**src/rtl/rv_pkg.sv**
```systemverilog
// Shared definitions for the RISC pipeline front end: data width, the
// canonical NOP encoding, the fetch-buffer entry layout and a PC alignment helper.
package rv_pkg;

  localparam int XLEN = 32;

  localparam logic [31:0] NOP_INSTR = 32'h0000_0013;

  typedef struct packed {
    logic [XLEN-1:0] pc;
    logic [31:0]     instr;
  } fetch_entry_t;

  // Force a byte address onto a 32-bit instruction boundary.
  function automatic logic [XLEN-1:0] align_word(input logic [XLEN-1:0] addr);
    return {addr[XLEN-1:2], 2'b00};
  endfunction

endpackage

```
**src/rtl/fetch_fifo.sv**
```systemverilog
// Two-entry synchronous fetch buffer with flush. Push and pop in the same
// cycle are both honoured. Storage is cleared on reset so the head reads as
// zero before the first push.
module fetch_fifo
  import rv_pkg::*;
(
  input  logic         clk,
  input  logic         rst,
  input  logic         push,
  input  fetch_entry_t push_data,
  input  logic         pop,
  input  logic         flush,
  output logic [1:0]   count,
  output fetch_entry_t head
);

  fetch_entry_t mem [2];
  logic         rd_ptr;
  logic         wr_ptr;
  logic         do_push;
  logic         do_pop;

  // Qualify requests: never pop when empty, never overwrite a full buffer.
  always_comb begin
    do_pop  = pop & (count != 2'd0);
    do_push = push & ((count != 2'd2) | do_pop);
  end

  // Storage, pointers and occupancy; flush discards all entries.
  always_ff @(posedge clk or posedge rst) begin
    if (rst) begin
      mem[0] <= '0;
      mem[1] <= '0;
      rd_ptr <= 1'b0;
      wr_ptr <= 1'b0;
      count  <= 2'd0;
    end else if (flush) begin
      rd_ptr <= 1'b0;
      wr_ptr <= 1'b0;
      count  <= 2'd0;
    end else begin
      if (do_push) begin
        mem[wr_ptr] <= push_data;
        wr_ptr      <= ~wr_ptr;
      end
      if (do_pop) begin
        rd_ptr <= ~rd_ptr;
      end
      case ({do_push, do_pop})
        2'b10:   count <= count + 2'd1;
        2'b01:   count <= count - 2'd1;
        default: count <= count;
      endcase
    end
  end

  assign head = mem[rd_ptr];

endmodule

```
**src/rtl/if_fetch_stage.sv**
```systemverilog
// Instruction-fetch front end. Owns the PC, drives a 1-cycle-latency
// instruction memory and buffers returned words in a 2-entry FIFO. Issue is
// credit-limited so buffered plus in-flight words never exceed the FIFO size.
// A redirect flushes the buffer, squashes any in-flight word and restarts
// fetch at the aligned target.
// Optional build macro IF_FETCH_PERF_EN adds saturating stall and redirect
// performance counters.
module if_fetch_stage #(
  parameter int               XLEN       = 32,
  parameter logic [XLEN-1:0]  RESET_PC   = 32'h0000_0000,
  parameter int               FIFO_DEPTH = 2
) (
  input  logic              clk,
  input  logic              rst,
  output logic              imem_en,
  output logic [XLEN-1:0]   imem_addr,
  input  logic [31:0]       imem_rdata,
  input  logic              redirect_valid,
  input  logic [XLEN-1:0]   redirect_pc,
  output logic              out_valid,
  input  logic              out_ready,
  output logic [XLEN-1:0]   out_pc,
  output logic [31:0]       out_instr
`ifdef IF_FETCH_PERF_EN
  ,
  output logic [31:0]       perf_stall_cnt,
  output logic [31:0]       perf_redirect_cnt
`endif
);

  import rv_pkg::*;

  logic [XLEN-1:0] pc;
  logic [XLEN-1:0] tag;
  logic            inflight;
  logic            kill;
  logic [1:0]      count;
  logic [2:0]      credit;
  logic            pop;
  logic            push;
  logic            issue;
  fetch_entry_t    push_data;
  fetch_entry_t    head;

  // Handshake, credit check and memory request, all from current state.
  always_comb begin
    out_valid  = (count != 2'd0) & ~redirect_valid;
    pop        = out_valid & out_ready;
    credit     = {1'b0, count} + {2'b00, inflight} - {2'b00, pop};
    issue      = ~rst & ~redirect_valid & (credit < 3'(FIFO_DEPTH));
    push       = inflight & ~kill;
    imem_en    = issue;
    imem_addr  = pc;
    push_data  = '{pc: tag, instr: imem_rdata};
    out_pc     = head.pc;
    out_instr  = head.instr;
  end

  // PC, in-flight tracking and squash flag; redirect overrides sequential fetch.
  always_ff @(posedge clk or posedge rst) begin
    if (rst) begin
      pc       <= RESET_PC;
      tag      <= RESET_PC;
      inflight <= 1'b0;
      kill     <= 1'b0;
    end else begin
      if (redirect_valid) begin
        pc <= align_word(redirect_pc);
      end else if (issue) begin
        pc <= pc + XLEN'(4);
      end else begin
        pc <= pc;
      end
      if (issue) begin
        tag <= pc;
      end else begin
        tag <= tag;
      end
      inflight <= issue;
      kill     <= redirect_valid & inflight;
    end
  end

  fetch_fifo u_fifo (
    .clk       (clk),
    .rst       (rst),
    .push      (push),
    .push_data (push_data),
    .pop       (pop),
    .flush     (redirect_valid),
    .count     (count),
    .head      (head)
  );

`ifdef IF_FETCH_PERF_EN
  // Saturating counters for decode stalls and taken redirects.
  always_ff @(posedge clk or posedge rst) begin
    if (rst) begin
      perf_stall_cnt    <= 32'd0;
      perf_redirect_cnt <= 32'd0;
    end else begin
      if (out_valid & ~out_ready & (perf_stall_cnt != 32'hFFFF_FFFF)) begin
        perf_stall_cnt <= perf_stall_cnt + 32'd1;
      end else begin
        perf_stall_cnt <= perf_stall_cnt;
      end
      if (redirect_valid & (perf_redirect_cnt != 32'hFFFF_FFFF)) begin
        perf_redirect_cnt <= perf_redirect_cnt + 32'd1;
      end else begin
        perf_redirect_cnt <= perf_redirect_cnt;
      end
    end
  end
`else
  // Performance counters are not built in this configuration.
`endif

endmodule

```
**config.mk**
```make
export PLATFORM = sky130hd
export DESIGN_NAME = if_fetch_stage
export DESIGN_NICKNAME = d
export VERILOG_FILES = /design/src/rtl/rv_pkg.sv /design/src/rtl/fetch_fifo.sv /design/src/rtl/if_fetch_stage.sv
export SDC_FILE = /design/constraint.sdc
export NUM_CORES = 1
export LEC_CHECK = 0
export ABC_AREA = 1
export CORE_ASPECT_RATIO = 1.1
export CORE_MARGIN = 4
export CORE_UTILIZATION = 51
export DETAILED_ROUTE_END_ITERATION = 16
export PLACE_DENSITY = 0.78
export SYNTH_ARGS = -nofsm -noshare
export SYNTH_HDL_FRONTEND = slang
export SYNTH_SLANG_ARGS = --single-unit
export TNS_END_PERCENT = 5
```
**constraint.sdc**
```tcl
create_clock -name clk -period 8.2 [get_ports clk]
set_input_delay 1.23 -clock clk [delete_from_list [all_inputs] [get_ports clk]]
set_output_delay 1.23 -clock clk [all_outputs]
set_load 0.05 [all_outputs]
```
# Word-level counts from Yosys, hierarchy flattened
# Index checks and enable logic that the tools add are counted.
# op_classes
n_lt_le_gt_ge,4
n_reduce_logical,7
n_eq_ne,3
muxes,14
n_bitwise,16
n_addsub,5
# op_table
op,count
$mux 64,4
$bwmux 128,1
$demux 64 s1,1
$mux 32,2
$add 32x3->32 const B,1
$and 1x1->1,8
$reduce_bool 2->1,4
$not 1->1,5
$ge 2x2->1 const B,2
$mux 1,4
$not 1->2,2
$pmux 2 s2,1
$add 2x1->3,1
$lt 3x2->1 const B,1
$reduce_bool 3->1,1
$sub 3x1->3,1
$add 2x1->2 const B,1
$eq 2x1->1 const B,1
$eq 2x2->1 const B,1
$lt 2x1->1 const B,1
$mux 2,1
$ne 2x2->1 const B,1
$reduce_and 2->1,1
$sub 2x1->2 const B,1
other kinds (2),2
# word_totals
input_bits,68
regBits,198

# Longest topological paths before layout
# logic_depth
depth_word,9
depth_mapped,17
ltp_nobuf,16

# Modules after synthesis
# Synthesis repeated with hierarchy kept, for this count alone.
# hier_totals
hier_cells,1244
hier_area_um2,9980.8
# by_module_without_submodules
mod,area_each_um2,cells_per_inst,seq_area_each_um2,n_inst
fetch_fifo,6334.8,719,3303.2,1
if_fetch_stage,3646.0,525,1551.5,1

# Least setup slack after synthesis
# Ideal clock, no wire load.
# synth_timing
kind,input to output
startpoint,input port rst
endpoint,output port imem_en
stages,7
slack_ns,0.856
arrival_time_ns,6.114
required_time_ns,6.970
cell_sequence,inv_1 > nand2_1 > nor2_1 > nand2_2 > inv_2 > buf_2 > buf_4
# synth_between
elab_chain_len,3
# synth_lines
element,line_no,text
"start, declared",if_fetch_stage.sv:14,"input logic rst,"
$not 1->1,if_fetch_stage.sv:50,issue = ~rst & ~redirect_valid & (credit < 3'(FIFO_DEPTH));
$and 1x1->1 (2 in series),if_fetch_stage.sv:50,
"end, declared",if_fetch_stage.sv:15,"output logic imem_en,"
# Every way passes these cells.

# Worst setup path after layout
# layout_timing
startpoint,input port redirect_valid
endpoint,output port imem_en
# layout_between
elab_chain_len,6
word_cells_on_any_way,7
# layout_lines
element,line_no,text
"start, declared",if_fetch_stage.sv:18,"input logic redirect_valid,"
$not 1->1 (no source line) *,--,
$and 1x1->1,if_fetch_stage.sv:47,out_valid = (count != 2'd0) & ~redirect_valid;
$and 1x1->1,if_fetch_stage.sv:48,pop = out_valid & out_ready;
$sub 3x1->3,if_fetch_stage.sv:49,"credit = {1'b0, count} + {2'b00, inflight} - {2'b00, pop};"
$lt 3x2->1,if_fetch_stage.sv:50,
$and 1x1->1 *,if_fetch_stage.sv:50,
# Mark *: on every way between the ends. The rest lies on a longest branch, timed or not.

==> run_results.csv <==
group,metric,value,unit
routing,routedWlPerCell,14.8,um
layout,multiInputGateArea,3600,um^2
logic_synthesis,synth-seq-area-share,51.9,%
clocking,cts.clk_slew.worst_paths,0.06,ns
logic_synthesis,async_flop_share,100,%
floorplanning,core_area,17700,um^2
placement,hpwl,13900,um
setup_path,critPathRequiredTime,6.97,ns
layout,final_nets,1281,
routing,vias,7505,
hold_path,hp-class,"reg -> reg",
layout,seqCellArea,4760,um^2
logic_synthesis,synth_top_area_share,51.9,%
power_and_ir_drop,ir_drop,0.183,mV
logic_synthesis,synthTopCellsByArea,"dfrtp_1 52%, nand2_1 13%, mux2_2 7.6%",
logic_synthesis,synth_most_common_cell,"nand2_1",
layout,nFillCells,1524,
logic_synthesis,netlist_instances,1081,
floorplanning,die_area,20200,um^2
setup_path,start_kind,"input pin",
routing,drt_iter0_drc,459,
setup_path,max_stage_delay,0.91,ns
logic_synthesis,synth_edf_count,0,
hold_path,min_from,"u_fifo.mem[69]",
logic_synthesis,yosysTopAreaCell,"dfrtp_1",
sta,worst_pin_slew,1.06,ns
logic_synthesis,netlist_area,9160,um^2
setup_path,rrSetupSlack,4.23,ns
setup_path,cp_max_fo,38,
logic_synthesis,avgSynthCellArea,8.48,um^2
placement,placedInstanceArea,10800,um^2
setup_path,slowest_stage,"clkdlybuf4s50_1",
placement,gp_congestion,0.780,
sta,fin_crit_sh,77.9,%
logic_synthesis,synthTopCellsByCount,"309 x nand2_1, 190 x dfrtp_1, 126 x inv_1, 119 x nand3_1, 74 x o21ai_1",
routing,drc,0,
routing,wl,21600,um
power_and_ir_drop,leakage,5.40,nW
status,outcome,"completed",
global_route,grt_pass1_wl,35900,um
layout,fin_util,64.1,%
sta,hold_viol,0,
sta,fmaxAchievable,157,MHz
clocking,cts_setup_buffers,0,
setup_path,r2r_end,"imem_addr[19]",
global_route,antenna_found_initial,0,
sta,setup_viol,0,
routing,ant_nets,0,
clocking,cts.htree.levels,4,
layout,stdcell_area,11300,um^2
logic_synthesis,yosys_register_bits,190,
sta,period_needed,6.39,ns
sta,slew_headroom,28.9,%
layout,synthToLayoutAreaGrowth,23.7,%
floorplanning,io_pins,166,
routing,viasPerCell,5.14,
clocking,max-clock-path-buffers,2,
hold_path,min_to,"u_fifo.mem[69]",
clocking,hold_buffers,0,
layout,final_layout_size_suffix_gt1_share,9.57,%
flow_run,drv_cap,0,
routing,dr.pass1.iters,5,
clocking,cts_tree,"done",
clocking,post_cts_resized,0,
hold_path,hold_path_depth,2,
floorplanning,start_util,51.8,%
logic_synthesis,synthDistinctLibCells,30,
setup_path,cp-end-kind,"output pin",
clocking,cts_buffers,17,
power_and_ir_drop,power_density,383,nW/um^2
global_route,track_usage,22.1,%
setup_path,r2r_cells,15,
global_route,grt_max_degree,110,
setup_path,critPathKind,"in -> out",
clocking,cts.sink_count,190,
floorplanning,rows,51,
global_route,gr-total-overflow,0,
logic_synthesis,ys_warn_count,0,
logic_synthesis,synth_ff_type,"dfrtp_1",
clocking,clock_latency,0.42,ns
sta,tns,0,ns
global_route,grt_pass1_vias,7355,
floorplanning,dieHeight,149,um
layout,antennaDiodeCount,0,
setup_path,cp.arrival,5.16,ns
floorplanning,die_x,136,um
setup_path,worstPathCellList,"clkdlybuf4s50_1 > buf_4 > inv_2 > nand3_2 > inv_1 > ha_1 > or2_2 > fa_1 > nand2_1 > nor2_1 > nand2_2 > inv_2 > clkdlybuf4s50_1",
clocking,clock-root-buffer,"clkbuf_16",
setup_path,r2r-start,"u_fifo.count[1]",
sta,rsz0062_at_grt,"no",
placement,io_buffers,159,
sta,final.setup_skew,0.00745,ns
sta,drv_slew,0,
[state kept, by name, summed over array words and instances, names as in the netlist]
signal	count
u_fifo.wr_ptr	1
kill	1
tag	30
u_fifo.rd_ptr	1
inflight	1
imem_addr	30
u_fifo.count	2
u_fifo.mem	124
[worst max-delay path: cells and delay by family]
kind / cells / cell delay [ns]
adders and majority gates: 2 / 0.74
and+or+nand+nor: 5 / 0.72
buffers and inverters: 6 / 2.44
[through the flow]
step	hold WS (ns)	power, mW	setup slack [ns]	instances
3_5_place_dp	0.461	3.60	1.79	1429
4_1_cts	0.479	4.37	1.78	1460
6_report	0.474	4.34	1.81	1460
3_3_place_gp	0.440	3.56	1.82	1429
2_1_floorplan	0.436	2.97	0.856	1084
5_1_grt	0.500	4.60	1.59	1460
[worst max-delay path by stage]
stage | from | to | slack, ns | cells past startpoint
final | redirect_valid | imem_en | 1.81 | 13
after global routing | redirect_valid | imem_en | 1.59 | 13
after CTS | redirect_valid | imem_en | 1.78 | 13
after detailed placement | redirect_valid | imem_en | 1.79 | 13
after global placement | redirect_valid | imem_en | 1.82 | 13
after floorplan | rst | imem_en | 0.86 | 7
[final cells by class]
class / instances / share of cell area (%)
clock inverter: 8 / 0.508
clock buffer: 23 / 4.22
inverter: 130 / 4.37
tap: 238 / 2.63
timing repair buffer: 166 / 14.5
multi-input combinational: 705 / 31.8
sequential: 190 / 42.0
[cells in the final DEF, fill, tap and decap left out, types with 2 or more instances in the layout]
cell and n:
clkinvlp_4 4, clkbuf_16 17, clkinv_2 2, inv_2 4
o21ai_1 74, dfrtp_1 189, inv_1 125, mux2_2 62
nor2_1 49, nand2_2 2, o21ai_0 27, ha_1 2
nand2_1 309, nor3_1 3, or2_2 2, o211ai_1 6
nor2_2 2, inv_6 2, nor2_4 2, nand4_1 17
clkbuf_8 3, clkbuf_1 3, clkdlybuf4s50_1 159, a21oi_1 15
buf_4 7, o21ai_2 2, conb_1 4, nand3_1 119
nand3_2 2
[per-layer routing]
layer	vias up	routed length, um	global-route usage [%]
li1	3722	-	-
met1	3563	9740	30.2
met2	199	10600	36.7
met3	21	1080	3.32
met4	0	238	6.75
met5	-	0	0
[logic make-up (layout without fill, tap and decap cells)]
kind of cell | after synthesis | in the layout | share of synthesized area (%)
AOI/OAI and AO/OA | 125 | 125 | 7.10
xor gates and xnor gates | 1 | 1 | 0.0956
adders and majority gates | 3 | 3 | 0.491
buffers and inverters | 189 | 327 | 9.16
DFF | 190 | 190 | 51.9
muxes | 62 | 62 | 7.62
other | 1 | 4 | 0.0409
and+or+nand+nor | 510 | 510 | 23.6
[power by group]
| part | internal, mW | switching, mW | leakage (nW) |
|---|---|---|---|
| clock | 0.412 | 0.345 | 0.252 |
| sequential | 1.30 | 0.240 | 2.29 |
| combinational | 0.734 | 1.31 | 2.86 |
| total | 2.45 | 1.89 | 5.40 |
(Power assumes the default switching activity.)
